**src/rtl/warp_scheduler_pkg.sv**
```systemverilog
// Shared types and defaults for the warp scheduler and the register files it drives.
package warp_scheduler_pkg;

    localparam int NUM_WARPS_DEFAULT = 4;

    // Broadcast pipeline state; the scheduler FSM uses the same encoding directly.
    typedef enum logic [2:0] {
        WARP_IDLE,
        WARP_FETCH,
        WARP_DECODE,
        WARP_REQUEST,
        WARP_WAIT,
        WARP_EXECUTE,
        WARP_UPDATE,
        WARP_DONE
    } warp_state_t;

endpackage

```
**src/rtl/warp_scheduler_rr_picker.sv**
```systemverilog
// Rotating priority picker: finds the first set request bit after cur_idx,
// wrapping around and ending at cur_idx itself.
module warp_scheduler_rr_picker #(
    parameter int N = 4,
    parameter int W = $clog2(N)
) (
    input  logic [N-1:0] req_mask,
    input  logic [W-1:0] cur_idx,
    output logic         found,
    output logic [W-1:0] next_idx
);

    logic [W-1:0] cand;

    // Walk cur_idx+1 .. cur_idx+N; N is a power of two so the index wraps naturally.
    always_comb begin
        found    = 1'b0;
        next_idx = cur_idx;
        cand     = '0;
        for (int k = 1; k <= N; k++) begin
            cand = cur_idx + W'(k);
            if (!found && req_mask[cand]) begin
                found    = 1'b1;
                next_idx = cand;
            end
        end
    end

endmodule

```
**src/rtl/warp_scheduler.sv**
```systemverilog
// Round-robin warp scheduler: steps one shared pipeline state per instruction
// and interleaves launched warps at instruction granularity.
module warp_scheduler
    import warp_scheduler_pkg::*;
#(
    parameter int NUM_WARPS  = NUM_WARPS_DEFAULT,
    parameter int WARP_IDX_W = $clog2(NUM_WARPS)
) (
    input  logic                  clk,
    input  logic                  reset,
    input  logic                  start,
    input  logic [NUM_WARPS-1:0]  warp_valid_mask,
    output logic                  fetch_req,
    input  logic                  fetch_ready,
    input  logic                  decoded_halt,
    input  logic                  decoded_mem_access,
    input  logic                  lsu_done,
    output logic [WARP_IDX_W-1:0] active_warp,
    output logic [NUM_WARPS-1:0]  warp_enable,
    output warp_state_t           warp_state,
    output logic [NUM_WARPS-1:0]  warp_done_mask,
    output logic                  done
);

    warp_state_t           state, state_next;
    logic [WARP_IDX_W-1:0] active_next;
    logic [NUM_WARPS-1:0]  pending, pending_next;
    logic [NUM_WARPS-1:0]  done_mask_next;
    logic [NUM_WARPS-1:0]  active_onehot;
    logic                  idle_or_done;
    logic [NUM_WARPS-1:0]  pick_mask;
    logic [WARP_IDX_W-1:0] pick_cur;
    logic [WARP_IDX_W-1:0] pick_idx;
    logic                  pick_found;

    assign active_onehot = NUM_WARPS'(1) << active_warp;
    assign idle_or_done  = (state == WARP_IDLE) || (state == WARP_DONE);

    // Picker inputs: on launch search from the top index so the lowest valid warp wins;
    // on a halt the halting warp is already excluded from the candidates.
    always_comb begin
        pick_mask = pending;
        pick_cur  = active_warp;
        if (idle_or_done) begin
            pick_mask = warp_valid_mask;
            pick_cur  = '1;
        end else if (state == WARP_DECODE) begin
            pick_mask = pending & ~active_onehot;
        end
    end

    warp_scheduler_rr_picker #(
        .N (NUM_WARPS),
        .W (WARP_IDX_W)
    ) rr_picker (
        .req_mask (pick_mask),
        .cur_idx  (pick_cur),
        .found    (pick_found),
        .next_idx (pick_idx)
    );

    // Register state, current warp and the pending/halted bookkeeping.
    always_ff @(posedge clk) begin
        if (reset) begin
            state          <= WARP_IDLE;
            active_warp    <= '0;
            pending        <= '0;
            warp_done_mask <= '0;
        end else begin
            state          <= state_next;
            active_warp    <= active_next;
            pending        <= pending_next;
            warp_done_mask <= done_mask_next;
        end
    end

    // Next-state logic: instruction pipeline walk plus warp hand-off at UPDATE or halt.
    always_comb begin
        state_next     = state;
        active_next    = active_warp;
        pending_next   = pending;
        done_mask_next = warp_done_mask;
        case (state)
            WARP_IDLE, WARP_DONE: begin
                if (start) begin
                    pending_next   = warp_valid_mask;
                    done_mask_next = '0;
                    if (pick_found) begin
                        active_next = pick_idx;
                        state_next  = WARP_FETCH;
                    end else begin
                        state_next  = WARP_DONE;
                    end
                end
            end
            WARP_FETCH: begin
                if (fetch_ready) state_next = WARP_DECODE;
            end
            WARP_DECODE: begin
                if (decoded_halt) begin
                    pending_next   = pending & ~active_onehot;
                    done_mask_next = warp_done_mask | active_onehot;
                    if (pick_found) begin
                        active_next = pick_idx;
                        state_next  = WARP_FETCH;
                    end else begin
                        state_next  = WARP_DONE;
                    end
                end else begin
                    state_next = WARP_REQUEST;
                end
            end
            WARP_REQUEST: begin
                state_next = decoded_mem_access ? WARP_WAIT : WARP_EXECUTE;
            end
            WARP_WAIT: begin
                if (lsu_done) state_next = WARP_UPDATE;
            end
            WARP_EXECUTE: begin
                state_next = WARP_UPDATE;
            end
            WARP_UPDATE: begin
                if (pick_found) begin
                    active_next = pick_idx;
                    state_next  = WARP_FETCH;
                end else begin
                    state_next  = WARP_DONE;
                end
            end
            default: begin
                state_next = WARP_IDLE;
            end
        endcase
    end

    assign warp_state  = state;
    assign fetch_req   = (state == WARP_FETCH);
    assign done        = (state == WARP_DONE);
    assign warp_enable = idle_or_done ? '0 : active_onehot;

endmodule

```
**config.mk**
```make
export PLATFORM = sky130hd
export DESIGN_NAME = warp_scheduler
export DESIGN_NICKNAME = d
export VERILOG_FILES = /design/src/rtl/warp_scheduler_pkg.sv /design/src/rtl/warp_scheduler_rr_picker.sv /design/src/rtl/warp_scheduler.sv
export SDC_FILE = /design/constraint.sdc
export NUM_CORES = 1
export LEC_CHECK = 0
export ABC_AREA = 1
export CAP_MARGIN = 40
export CORE_MARGIN = 5
export CORE_UTILIZATION = 44
export DETAILED_ROUTE_END_ITERATION = 10
export PLACE_DENSITY_LB_ADDON = 0.1
export SLEW_MARGIN = 10
export SYNTH_ARGS = -nofsm -noshare
export SYNTH_HDL_FRONTEND = slang
export SYNTH_SLANG_ARGS = --single-unit
```
**constraint.sdc**
```tcl
create_clock -name clk -period 5.2 [get_ports clk]
set_clock_uncertainty 0.2 [all_clocks]
set_input_delay 1.04 -clock clk [delete_from_list [all_inputs] [get_ports clk]]
set_output_delay 1.04 -clock clk [all_outputs]
set_load 0.02 [all_outputs]
```
* After elaboration in Yosys (flattened, before gate mapping)
Index checks and enable logic that the tools add are counted.
** Cells by class
- Add/sub/neg operators :: 3
- Shift-type cells :: 1
- Bitwise operators :: 3
- Multipliers :: 0
- Reduce and logical (&&, ||, !) cells :: 14
- $lt $le $gt $ge :: 4
- Mux-type cells :: 37
- Div/mod/pow operators :: 0
- Eq/ne operators :: 11
** Operator list (count)
- 4-bit 2-to-1 mux :: 7
- 3-bit case mux with 7 select lines :: 1
- 2-bit 2-to-1 mux :: 8
- 4-bit case mux with 2 select lines :: 2
- 3-bit 2-to-1 mux :: 5
- 3-bit == test (second input constant) :: 4
- 2-bit by 3-bit < comparator with 1-bit output (second input constant) :: 4
- 1-bit 2-to-1 mux :: 9
- 3-bit AND reduction :: 3
- 1-bit binary-select mux with 2-bit select :: 4
- 3-bit by 2-bit == test with 1-bit output (second input constant) :: 2
- 2-bit inequality test (second input constant) :: 3
- 2-bit case mux with 3 select lines :: 1
- 2-bit adder (second input constant) :: 2
- 4-bit AND :: 1
- 4-bit NOT :: 1
- 4-bit OR :: 1
- 1-bit by 2-bit << shifter with 4-bit output (first input constant) :: 1
- 3-bit by 1-bit == test with 1-bit output (second input constant) :: 1
- 1-bit logical AND :: 3
- 1-bit logical NOT :: 3
- 3-bit logical NOT :: 1
- 3-bit nonzero test :: 1
- 2-bit by 1-bit adder with 2-bit output (second input constant) :: 1
- other kinds (4) :: 4
** Word-level totals
- ROM bits :: 0
- Flip-flop bits (word level) :: 13
- Memories :: 0
- Latch bits :: 0
- Word-level logic and storage cells :: 77
- RAM bits :: 0
- Output and inout port bits :: 15

* Longest topological paths before layout
Gate-level depths: netlist (run 1).
- Word-level depth :: 20
- Depth in mapped cells :: 16
- Depth with buffers taken out :: 16

* Cells and area by module
A second synthesis (run 1) with hierarchy kept.
** Second synthesis, totals
- Cell total of the unflattened synthesis :: 195
- Area, all modules :: 1124.8 um^2
** Modules (own cells, without submodules)
- warp_scheduler :: seq. area each 260.2 um^2, times used 1, area an instance 893.4 um^2, cells an instance 149
- warp_scheduler_rr_picker :: seq. area each 0.0 um^2, times used 1, area an instance 231.5 um^2, cells an instance 46

* Worst setup path before layout (run 1)
Ideal clock, no wire load.
- Path kind :: flip-flop to output port
- Start point :: register state[0] (netlist: warp_state[0])
- End point :: output port warp_enable[0]
- Path slack :: 2.694 ns
- Arrival time :: 1.266 ns
- Buffers on the path :: 1
- Stages on the path, launching flop included :: 6
- Cells stage by stage :: dfxtp_1 inv_1 nand2_2 nand2_4 buf_12 nor2_1
** On the way
- Cells in the longest elaborated chain, start to end :: 3
- Elaborated cells on any way between the ends :: 4
- Classes of those cells :: eq/ne (1); mux (1); reduce/logical (2)
** RTL lines
- from (decl) :: line warp_scheduler.sv:25 : warp_state_t state, state_next;
- from (signal assigned) :: line warp_scheduler.sv:70 : state <= state_next;
- 3-bit == test / 3-bit logical NOT (equally long branches) :: line warp_scheduler.sv:37 : assign idle_or_done = (state == WARP_IDLE) || (state == WARP_DONE);
- 1-bit logical OR * :: line warp_scheduler.sv:37
- 4-bit 2-to-1 mux * :: line warp_scheduler.sv:139 : assign warp_enable = idle_or_done ? '0 : active_onehot;
- to (decl) :: line warp_scheduler.sv:19 : output logic [NUM_WARPS-1:0] warp_enable,
Mark *: on every way between the ends. The rest lies on a longest branch, timed or not.

* Worst setup path in the final report (run 1)
- Start point :: register state[1] (netlist: warp_state[1])
- End point :: output port warp_enable[2]
The elaborated chain is that of the path after synthesis.

==> results of run 1 <==
==> layer usage <==
metal,vias up,global-route usage (%)
met2,45,27.9
met1,550,20.6
met3,4,4.32
li1,629,-
met5,-,0
met4,0,4.75
==> registers in the layout, summed over array words and instances, names as in the netlist <==
signal	flops
warp_state	3
warp_done_mask	4
pending	4
active_warp	2
==> metrics by stage <==
stage                     area [um^2]  setup WS (ps)
after floorplan                  1110           2690
after CTS                        1380           1990
after detailed placement         1360           2300
after global placement           1360           2350
final                            1380           1990
after global routing             1380           1870
==> critical path, cell delays in order (launching register included) <==
cell,delay [ps]
dfxtp_1,600
nor2_2,110
nand2_2,110
nand2_4,140
nor2_1,130
clkdlybuf4s50_1,610
==> worst paths after layout <==
kind / from / end / slack, ps / cells past startpoint
worst max register to register: warp_state[1] / active_warp[1] / 2910 / 13
worst min register to register: warp_done_mask[2] / warp_done_mask[2] / 250 / 2
worst max-delay path: warp_state[1] / warp_enable[2] / 1990 / 5
worst min-delay path: warp_done_mask[2] / warp_done_mask[2] / 250 / 2
==> where the power goes <==
group / switching (mW) / internal, mW / leakage [nW] / total (mW)
logic: 0.466 / 0.261 / 0.514 / 0.726
clock network: 0.0352 / 0.0298 / 0.0150 / 0.0650
registers: 0.0502 / 0.135 / 0.107 / 0.185
total: 0.551 / 0.425 / 0.636 / 0.976
==> cells by family after synthesis <==
| family | after synthesis | share of synthesized area, % |
|---|---|---|
| compound gates | 26 | 13.2 |
| xor+xnor | 1 | 0.788 |
| buf+inv | 33 | 14.0 |
| flops | 13 | 23.4 |
| simple gates | 112 | 48.6 |
==> area by class of cell <==
class	count	area share [%]
clock buffer	4	1.90
inverter	30	8.14
multi-input combinational	139	50.3
sequential	13	18.8
tap	30	2.71
timing repair buffer	25	18.1
==> cells in the final DEF (no fill, tap or decap), types with 3 or more instances in the layout <==
| cell type | n |
|---|---|
| nor2_2 | 4 |
| clkbuf_4 | 3 |
| o21ai_0 | 11 |
| inv_2 | 3 |
| inv_1 | 27 |
| nand2_1 | 52 |
| nor2_4 | 3 |
| dfxtp_1 | 13 |
| clkdlybuf4s50_1 | 25 |
| nor2_1 | 25 |
| a21oi_1 | 10 |
| nand3_1 | 13 |
| nand2_2 | 8 |
==> flow_summary_export.csv, run 1 <==
group,metric,value,unit
global_route,antenna_found_initial,0,
cells_and_area,multi_input_area,696,um^2
sta,finalHoldViolations,0,
sta,max_clock_freq,311,MHz
yosys,synth_top_area_cell,"dfxtp_1",
sta,min_period,3210,ps
cts,tritoncts,"yes",
job,maxCapViolCount,0,
yosys,yosysWarnings,0,
yosys,async_reset_ff_share,0,%
floorplanning,rows,18,
routing,wl_met3,196,um
floorplanning,design.portCount,26,
status,status,"completed",
cts,hold_buffers,0,
sta,slew_headroom,70.6,%
global_route,grt_pass1_vias,1102,
routing,topRoutingLayerUsed,"met4",
yosys,syn_area,0.00111,mm^2
critical_path,crit_path_max_fanout,13,
yosys,synthCells,185,
sta,rsz0062_at_grt,"no",
cells_and_area,areaGrowthSynthToFinish,24.4,%
place,dp_cells,237,
routing,ant_nets,0,
yosys,ys_seq_area_share,23.4,%
floorplanning,die_w,60.3,um
critical_path,crit_required,3960,ps
routing,vias,1228,
yosys,ys.flop_type,"dfxtp_1",
yosys,synth_most_common_cell,"nand2_1",
cts,clock-sinks,13,
routing,met2_length,1360,um
yosys,synth_edf_count,0,
yosys,netlist_top_cells_area,"dfxtp_1, nand2_1, inv_1",
cts,cts-root-buf,"clkbuf_4",
cts,cts.repair.resized,0,
pwr,pwr_density_cell,706,mW/mm^2
yosys,synth_cell_types,23,
yosys,syn_nets,196,
floorplanning,start_util,45.3,%
sta,setup_violations,0,
routing,drtIter0Drc,51,
critical_path,setup.worst_path.class,"reg -> out",
sta,worst_pin_slew,441,ps
global_route,grt_max_degree,14,
global_route,grt_pass1_wl,4600,um
critical_path,start_kind,"flop",
yosys,yosys-top-cells-count,"nand2_1, inv_1, nor2_1",
routing,via_per_inst,5.10,
cells_and_area,antenna_cells,0,
routing,wire_per_inst,11.7,um
cells_and_area,seqCellArea,260,um^2
cells_and_area,nets,223,
routing,drc,0,
floorplanning,coreArea,0.00245,mm^2
cells_and_area,drive_gt1_share,14.2,%
place,place_congestion,0.880,
floorplanning,die-height,60.3,um
pwr,leakagePower,0.636,nW
cts,post-cts-setup-buffers,0,
sta,fin_tns_setup,0,ps
floorplanning,die_area,0.00363,mm^2
cells_and_area,finish.utilization,56.3,%
cts,htreeDepth,1,
cells_and_area,finalNonFillerCells,241,
yosys,yosysTopAreaCellShare,23.4,%
cts,path_clk_slew,80,ps
cts,clockBufferDepth,2,
sta,drv_slew,0,
cts,numCtsBuffers,3,
place,place.port_buffers,25,
cells_and_area,fill_cells,248,
sta,finalCritPeriodShare,61.8,%
routing,first_pass_iters,4,
pwr,finalPower,0.976,mW
sta,hold-worst-slack,249,ps
routing,wl_met1,1230,um
critical_path,cp.arrival,1970,ps
cts,clock_latency,280,ps
worst_hold_path,hold_path_class,"reg -> reg",
yosys,syn_avg_cell_area,6.01,um^2
critical_path,crit_path_end_kind,"output port",
place,dp_hpwl,2300,um
yosys,ys_seq_elements,13,
pwr,vdd_drop_max,0.506,mV
routing,wl,2810,um
global_route,grt-ovfl-total,0,
global_route,track_usage,16.6,%
Note: power is estimated with default switching activity, not from simulation.
==> inputs of run 2 (changes only) <==
- clock period: 5.2 -> 2.6 ns (I/O delays scaled with it)
==> flow_summary_export.csv, run 2 (synthesis results as in run 1) <==
group,metric,value,unit
floorplanning,design.portCount,26,
critical_path,rr_worst_depth,11,
critical_path,crit_family,"buffers and inverters",
worst_hold_path,hold_path_class,"reg -> reg",
routing,wl,2790,um
routing,vias,1190,
pwr,power_frac_comb,74.8,%
cells_and_area,design_area,0.00140,mm^2
pwr,leakagePower,0.643,nW
critical_path,crit_path_max_fanout,13,
critical_path,crit_path_end_kind,"output port",
routing,ant_nets,0,
global_route,grt_max_degree,14,
cts,clockBufferDepth,2,
place,dp_hpwl,2320,um
pwr,p_int,0.865,mW
sta,drv_slew,0,
floorplanning,die-height,60.3,um
cts,tritoncts,"yes",
critical_path,crit_required,1880,ps
routing,first_pass_iters,5,
cells_and_area,areaGrowthSynthToFinish,25.6,%
global_route,grt_pass1_vias,1180,
critical_path,reg2reg_from,"warp_state[0]",
sta,finalCritPeriodShare,95.4,%
cts,clock_latency,280,ps
pwr,pwr_density_cell,1410,mW/mm^2
job,maxCapViolCount,0,
worst_hold_path,hold_start,"warp_done_mask[3]",
pwr,pwr-share-clk,6.5,%
pwr,p_switching,1.10,mW
place,dpl_cell_area,0.00136,mm^2
sta,rsz0062_at_grt,"no",
sta,finalHoldViolations,0,
cells_and_area,finish.utilization,56.8,%
sta,worst_pin_slew,337,ps
routing,wire_per_inst,11.5,um
cts,cts-root-buf,"clkbuf_4",
cells_and_area,final_common_cell,"nand2_1",
pwr,finalPower,1.97,mW
floorplanning,rows,18,
global_route,grt-ovfl-total,0,
cells_and_area,antenna_cells,0,
critical_path,crit_buf_inv,2,
global_route,grt_pass1_wl,4880,um
place,place_congestion,0.865,
global_route,antenna_found_initial,0,
cells_and_area,final_cell_mix,"nand2_1, inv_1, nor2_1, clkdlybuf4s50_1, nand3_1",
floorplanning,coreArea,0.00245,mm^2
sta,slew_headroom,77.3,%
routing,drtIter0Drc,43,
place,place.port_buffers,25,
critical_path,r2r-end,"warp_state[1]",
worst_hold_path,holdPathStages,2,
sta,min_period,2480,ps
critical_path,start_kind,"flop",
cts,post-cts-setup-buffers,0,
critical_path,cpPeakStageDelay,610,ps
floorplanning,start_util,45.3,%
critical_path,rrSetupSlack,430,ps
critical_path,cp.arrival,1760,ps
global_route,track_usage,17.6,%
status,status,"completed",
routing,drc,0,
floorplanning,die_area,0.00363,mm^2
cts,hold_buffers,0,
cts,numCtsBuffers,3,
critical_path,slowest_stage,"clkdlybuf4s50_1",
sta,max_clock_freq,403,MHz
cts,clock-sinks,13,
routing,via_per_inst,4.92,
cells_and_area,drive_gt1_share,16.5,%
worst_hold_path,min_to,"warp_done_mask[3]",
cells_and_area,nets,224,
sta,setup_violations,0,
pwr,sw_frac_of_total,56.0,%
critical_path,cp_cell_sequence,"inv_1 > nand2_2 > nand2_4 > nor2_1 > clkdlybuf4s50_1",
cts,path_clk_slew,80,ps
critical_path,setup.worst_path.class,"reg -> out",
pwr,seqPwrFrac,18.7,%
sta,fin_tns_setup,0,ps
floorplanning,die_w,60.3,um
cts,htreeDepth,1,
pwr,vdd_drop_max,0.918,mV
run 2: changes by cell type in the layout (fill, tap and decap cells not counted):
| cell | change |
|---|---|
| dfxtp_2 | +4 |
| buf_4 | +1 |
| dfxtp_1 | -4 |
run 2: repair_timing:
action                                 in CTS  in global routing
endpoints found under the hold margin       0                  0
setup endpoints to repair                   1                  4
gates resized for setup                     1                  3
run 2: per-stage QoR:
| step | instances | worst slack [ps] | hold WS [ps] |
|---|---|---|---|
| after CTS | 242 | 7.44 | 258 |
| after global placement | 238 | 326 | 236 |
| after floorplan | 185 | 562 | 244 |
| final | 242 | 120 | 252 |
| after global routing | 242 | 27.2 | 294 |
| after detailed placement | 238 | 309 | 245 |
run 2: power groups by stage:
stage / registers (mW) / logic [mW] / clock network [mW]
2_1_floorplan: 0.399 / 1.12 / 0
3_3_place_gp: 0.362 / 1.44 / 0
3_5_place_dp: 0.367 / 1.47 / 0
4_1_cts: 0.364 / 1.47 / 0.133
5_1_grt: 0.380 / 1.67 / 0.143
6_report: 0.368 / 1.47 / 0.127
run 2: routing by layer:
metal | vias to the layer above | share of wire (%) | global-route usage (%)
li1 | 631 | - | -
met1 | 516 | 44 | 21.3
met2 | 41 | 50 | 31.5
met3 | 2 | 6.1 | 4.75
met4 | 0 | 0.14 | 2.22
met5 | - | 0 | 0
run 2: cell type report:
| type | instances | area, um^2 |
|---|---|---|
| Inverter | 30 | 113 |
| Timing Repair Buffer | 26 | 258 |
| Sequential cell | 13 | 265 |
| Multi-Input combinational cell | 139 | 696 |
| Clock buffer | 4 | 26.3 |
| Tap cell | 30 | 37.5 |
| Fill cell | 248 | 1060 |
run 2: worst min-delay path, stage by stage, from the launching register on:
cell and delay, ps:
dfxtp_1 310, inv_1 40, a21oi_1 50
run 2: worst max path at each step:
| stage | cells after the start | slack [ps] | endpoint | start |
|---|---|---|---|---|
| 2_1_floorplan | 15 | 560 | active_warp[0] | warp_state[1] |
| 3_3_place_gp | 5 | 330 | warp_enable[2] | active_warp[1] |
| 3_5_place_dp | 5 | 310 | warp_enable[2] | active_warp[1] |
| 4_1_cts | 5 | 7 | warp_enable[2] | warp_state[1] |
| 5_1_grt | 4 | 30 | warp_enable[0] | active_warp[0] |
| 6_report | 5 | 120 | warp_enable[0] | warp_state[0] |
==> inputs of run 3 (changes only) <==
- PLACE_DENSITY: not set -> 0.81
- PLACE_DENSITY_LB_ADDON: 0.1 -> not set
==> flow_summary_export.csv, run 3 (synthesis results as in run 1) <==
group,metric,value,unit
critical_path,crit_required,1880,ps
cells_and_area,finish.utilization,57.3,%
cells_and_area,finalNonFillerCells,243,
sta,fin_tns_setup,0,ps
cells_and_area,multi_input_area,696,um^2
cts,path_clk_slew,90,ps
floorplanning,rows,18,
floorplanning,start_util,45.3,%
sta,rsz0062_at_grt,"no",
routing,first_pass_iters,5,
place,place_congestion,0.890,
routing,ant_nets,0,
global_route,grt-ovfl-total,0,
sta,setup_ws,90.3,ps
worst_hold_path,holdPathStages,2,
sta,setup_violations,0,
sta,max_clock_freq,398,MHz
job,maxCapViolCount,0,
critical_path,start_kind,"flop",
critical_path,cpPeakStageDelay,620,ps
sta,slew_headroom,74.9,%
global_route,grt_pass1_vias,1066,
global_route,antenna_found_initial,0,
sta,min_period,2510,ps
place,dp_cells,239,
cells_and_area,final_cell_mix,"nand2_1, inv_1, nor2_1",
critical_path,crit_path_max_fanout,6,
critical_path,cp.arrival,1790,ps
floorplanning,die_area,0.00363,mm^2
floorplanning,design.portCount,26,
cts,htreeDepth,1,
floorplanning,coreArea,0.00245,mm^2
routing,drc,0,
cts,numCtsBuffers,3,
cells_and_area,antenna_cells,0,
critical_path,setup.worst_path.class,"reg -> out",
cells_and_area,final_common_cell,"nand2_1",
critical_path,cp_cell_sequence,"inv_2 > nor2_2 > inv_1 > nor2_1 > clkdlybuf4s50_1",
pwr,leakagePower,0.667,nW
cts,cts-root-buf,"clkbuf_4",
cells_and_area,drive_gt1_share,17.4,%
cts,clock-sinks,13,
sta,worst_pin_slew,375,ps
cells_and_area,seqCellArea,265,um^2
routing,via_per_inst,4.82,
critical_path,slowest_stage,"clkdlybuf4s50_1",
critical_path,crit_path_end_kind,"output port",
critical_path,rr_worst_depth,12,
cells_and_area,areaGrowthSynthToFinish,26.6,%
global_route,track_usage,16.5,%
cts,clock_latency,290,ps
place,place.port_buffers,25,
routing,wl_met1,1280,um
routing,wl,2680,um
sta,finalCritPeriodShare,96.5,%
sta,drv_slew,0,
floorplanning,die_w,60.3,um
routing,met2_length,1190,um
status,status,"completed",
routing,wire_per_inst,11.0,um
place,dp_hpwl,2110,um
pwr,pwr_density_cell,1410,mW/mm^2
pwr,vdd_drop_max,0.842,mV
cts,hold_buffers,0,
routing,drtIter0Drc,33,
cells_and_area,nets,225,
sta,finalHoldViolations,0,
routing,vias,1171,
cells_and_area,fill_cells,240,
cts,tritoncts,"yes",
routing,topRoutingLayerUsed,"met4",
pwr,finalPower,1.98,mW
place,pre_cts_slack,310,ps
cts,clockBufferDepth,2,
worst_hold_path,hold_path_class,"reg -> reg",
global_route,grt_max_degree,14,
global_route,grt_pass1_wl,4550,um
floorplanning,die-height,60.3,um
routing,wl_met3,172,um
run 3: final timing paths:
| path | startpoint | endpoint | slack, ps |
|---|---|---|---|
| setup / recovery | active_warp[1] | warp_enable[2] | 90 |
| hold / removal | warp_done_mask[1] | warp_done_mask[1] | 250 |
| setup reg to reg | warp_state[0] | active_warp[1] | 500 |
| hold reg to reg | warp_done_mask[1] | warp_done_mask[1] | 250 |
run 3: timing repair:
action,CTS,global route
setup buffers,0,0
endpoints found under the setup margin,2,4
gates resized for setup,2,3
run 3: final cells by class:
type	count	share of cell area, %
clock inverters	1	0.356
clock buffers	3	1.60
inverters	30	8.01
well taps	30	2.67
repair buffers	27	19.0
multi-input cells	139	49.5
flip-flops and latches	13	18.9
run 3: critical path, delay by kind of cell, from the launching register on:
kind / cells / cell delay [ps]
buffers and inverters: 3 / 770
flip-flops: 1 / 430
AND/OR/NAND/NOR: 2 / 290
run 3: report_power, final:
group	switching [mW]	internal, mW	total (mW)
logic	0.926	0.544	1.47
clock network	0.0809	0.0574	0.138
registers	0.0966	0.275	0.372
total	1.10	0.877	1.98
run 3: stage by stage:
| stage | instance area (um^2) | hold slack [ps] |
|---|---|---|
| floorplan | 1110 | 244 |
| global placement | 1370 | 237 |
| detailed placement | 1370 | 241 |
| CTS | 1400 | 255 |
| global route | 1410 | 268 |
| finish | 1410 | 253 |
run 3: routing by layer:
layer  GRT usage (%)  vias to the layer above
li1                -                      631
met1            19.8                      501
met2            28.5                       34
met3            3.89                        5
met4            5.38                        0
met5               0                        -
==> edit 1 (flow settings as in run 2) <==
Set the package constant `NUM_WARPS_DEFAULT` to 2 (it was 4).
--- a/src/rtl/warp_scheduler_pkg.sv
+++ b/src/rtl/warp_scheduler_pkg.sv
@@ -3,3 +3,3 @@
 
-    localparam int NUM_WARPS_DEFAULT = 4;
+    localparam int NUM_WARPS_DEFAULT = 2;
 
Interface: changed (resized active_warp, warp_done_mask, warp_enable and warp_valid_mask); port bits go from 26 to 19. The function was not compared with the original's and may differ.
==> edit 1 against run 2 <==
Sequential cell count down 5; register-to-register slack better by 0.38 ns; hold slack worse by 0.0024 ns; non-clock buffer count down 7; total power down 41%; fmax down 0.84%; cell count down 45%; area after synthesis down 44%; global-route usage down 1.6 points; routed wire length down 45%; design area down 40%; worst setup slack worse by 0.021 ns; critical path type unchanged.
==> edit 1: results (changes against run 2) <==
status: "completed"
async_flop_share: 0  # unchanged
ys_types: 20  # -13%
grt_max_degree: 8  # -6
min_from: "warp_done_mask[1]"
crit_start: "warp_state[2]"
io_buffers: 18  # -28%
grt_use_total: 0.160  # -0.0161
clockBufferDepth: 2  # unchanged
place.gp.congestion: 0.814  # -5.9%
postCtsSetupBuffers: 0  # unchanged
netSwitchingFraction: 0.528  # -0.0319
ys_warn_count: 0  # unchanged
crit_path_max_fanout: 5  # -8
yosysSeqAreaShare: 0.260  # +0.0254
drive_gt1_frac: 0.162  # -0.00270
antenna_found_initial: 0  # unchanged
htreeDepth: 1  # unchanged
clock_latency_ns: 0.25  # -0.03 ns
met2_length_um: 707  # -49%
cp_slowest_cell: "clkdlybuf4s50_1"
clockRootBuffer: "clkbuf_4"
route.layer.met1.wl_um: 661  # -46%
topRoutingLayerUsed: "met4"
instances_no_fill: 132  # -45%
rr_startpoint: "warp_state[1]"
synthTopCellsByCount: "nand2_1, inv_1, nor2_1"
grt_pass1_wl_um: 2480  # -49%
synth.area.top_cells: "dfxtp_1, nand2_1, inv_1"
detail_route.iter0.violations: 21  # -51%
syn_nets: 105  # -46%
syn_inst: 96  # -48%
num_antenna_cells: 0  # unchanged
met3_length_um: 133  # -21%
routed_wirelength_um: 1530  # -45%
ir_drop_uv: 747  # -19%
yosys_most_used_dff: "dfxtp_1"
nNetsFinal: 128  # -43%
grt_pass1_vias: 594  # -50%
r2r_slack_ns: 0.81  # +0.38 ns
dp_hpwl_um: 1260  # -46%
dr.pass1.iters: 4  # -1
cts_resized: 0  # -1
arrival_ns: 1.78  # +0.02 ns
drt-vias-per-instance: 5.21  # +6.0%
p_leak_nw: 0.381  # -41%
slew_headroom: 0.784  # +0.0111
synth_edf_count: 0  # unchanged
hold_path.class: "reg -> reg"
clkTransAtPathRegs_ns: 0.05  # -0.03 ns
largest_reg_flops: 3
==> edit 1: cells by family after synthesis <==
kind of cell / synth area share
and+or+nand+nor: 0.438
DFF: 0.260
AOI/OAI and AO/OA: 0.181
buffers and inverters: 0.122
==> edit 1: through the flow <==
step	utilization	cell area, µm²	hold slack [ns]	setup WS, ns
global placement	0.616	812	0.235	0.396
finish	0.633	835	0.249	0.0992
floorplan	-	617	0.242	0.691
detailed placement	0.616	812	0.244	0.355
CTS	0.633	835	0.252	0.0796
global route	0.633	835	0.284	0.00595
==> edit 1: cell type report <==
type,count,area [µm²]
fillers,124,483
multi-input cells,70,382
repair buffers,19,188
flip-flops and latches,8,160
inverters,17,63.8
clock buffers,3,22.5
well taps,15,18.8
==> edit 1: critical path, delay by kind of cell, from the launching register on <==
| kind | cells | cell delay [ns] |
|---|---|---|
| simple gates | 3 | 0.32 |
| buf+inv | 2 | 0.79 |
| flops | 1 | 0.42 |
==> edit 1: final timing paths <==
| kind | endpoint | cells after the start |
|---|---|---|
| worst max-delay path | warp_enable[0] | 5 |
| worst min-delay path | warp_done_mask[1] | 2 |
| worst max register to register | warp_state[2] | 10 |
| worst min register to register | warp_done_mask[1] | 2 |
==> edit 1: power groups by stage <==
stage               logic (mW)  registers [mW]  clock network, mW
finish                   0.804           0.256             0.0906
global route             0.889           0.266              0.103
CTS                      0.802           0.255             0.0971
detailed placement       0.797           0.257                  0
global placement         0.799           0.257                  0
floorplan                0.525           0.282                  0
==> edit 1: layer usage <==
layer	vias up	global-route usage
li1	350	-
met1	301	0.217
met2	33	0.225
met3	4	0.0263
met4	0	0.116
met5	-	0
==> edit 2 (flow settings as in run 2) <==
Without the edit above. `pending` no longer has a reset.
--- a/src/rtl/warp_scheduler.sv
+++ b/src/rtl/warp_scheduler.sv
@@ -66,3 +66,2 @@
             active_warp    <= '0;
-            pending        <= '0;
             warp_done_mask <= '0;
@@ -71,5 +70,8 @@
             active_warp    <= active_next;
-            pending        <= pending_next;
             warp_done_mask <= done_mask_next;
         end
+    end
+
+    always_ff @(posedge clk) begin
+        pending <= pending_next;
     end
Formal check against the unedited RTL: same outputs for any inputs over 10 cycles, from zero or initial values and one cycle with reset high; that may be too few to reach the edited logic, so the function may still have changed.
==> edit 2 against run 2 <==
Sequential cell count stayed put; total power is 11% higher; hold slack better by 0.0038 ns; worst setup slack worse by 0.041 ns; global-route usage is 1.0 points lower; area after synthesis is 6.8% lower; combinational power is 12% higher; routed wire length is 6.5% lower; design area is 2.4% lower; fmax is 1.6% lower; non-clock buffer count is 3 higher; largest power group unchanged; highest routed layer unchanged.
==> edit 2: results (changes against run 2) <==
crit_path_max_fanout: 6  # -7
nonClkBufAreaFrac: 0.208  # +0.0230
instances_no_fill: 220  # -9.1%
syn_nets: 172  # -12%
cts_resized: 2  # +1
grt_util_met3: 0.0175  # -0.0300
dp_slack_ns: 0.201  # -0.108 ns
nNonClkBuffers: 29  # +12%
dp.cells: 216  # -9.2%
detail_route.iter0.violations: 63  # +47%
holdWs_ns: 0.255  # +0.00375 ns
dp_hpwl_um: 2170  # -6.4%
nWellTaps: 28  # -6.7%
placed_area_um2: 1330  # -2.6%
grt_pass1_vias: 1087  # -7.9%
drive_gt1_frac: 0.224  # +0.0589
arrival_ns: 1.80  # +0.04 ns
seq_cells: 13  # unchanged
comb_cell_power_mw: 1.64  # +12%
route.layer.met1.wl_um: 1300  # +6.3%
r2r_end: "active_warp[0]"
clock_tree_area_fraction: 0.0193  # +0.000467
grt_pass1_wl_um: 4490  # -7.9%
n_fill_cell: 220  # -11%
status: "completed"
synthXorXnorAreaFrac: 0  # -0.00788
drt-vias-per-instance: 4.89  # -0.63%
seq_share: 0.223  # +0.0332
yosysSeqAreaShare: 0.290  # +0.0556
-- edit 2: metrics by stage --
stage | utilization | total power [mW]
floorplan | - | 1.63
detailed placement | 0.595 | 2.05
finish | 0.610 | 2.18
CTS | 0.608 | 2.19
global route | 0.610 | 2.41
global placement | 0.595 | 2.02
-- edit 2: how the worst max path moves through the flow --
stage / from / to / slack (ns) / depth (start not counted)
2_1_floorplan: warp_state[1] / warp_enable[0] / 0.58 / 7
3_3_place_gp: warp_state[1] / warp_enable[0] / 0.26 / 7
3_5_place_dp: warp_state[1] / warp_enable[0] / 0.20 / 7
4_1_cts: warp_state[1] / warp_enable[0] / 0.008 / 7
5_1_grt: active_warp[1] / warp_enable[2] / 0.005 / 5
6_report: active_warp[1] / warp_enable[2] / 0.08 / 5
-- edit 2: critical path: stages (launching register included) --
cell and delay [ns]:
dfxtp_1 0.48, inv_2 0.07, nor2_2 0.17, inv_2 0.08, nor2_1 0.11, clkdlybuf4s50_1 0.61
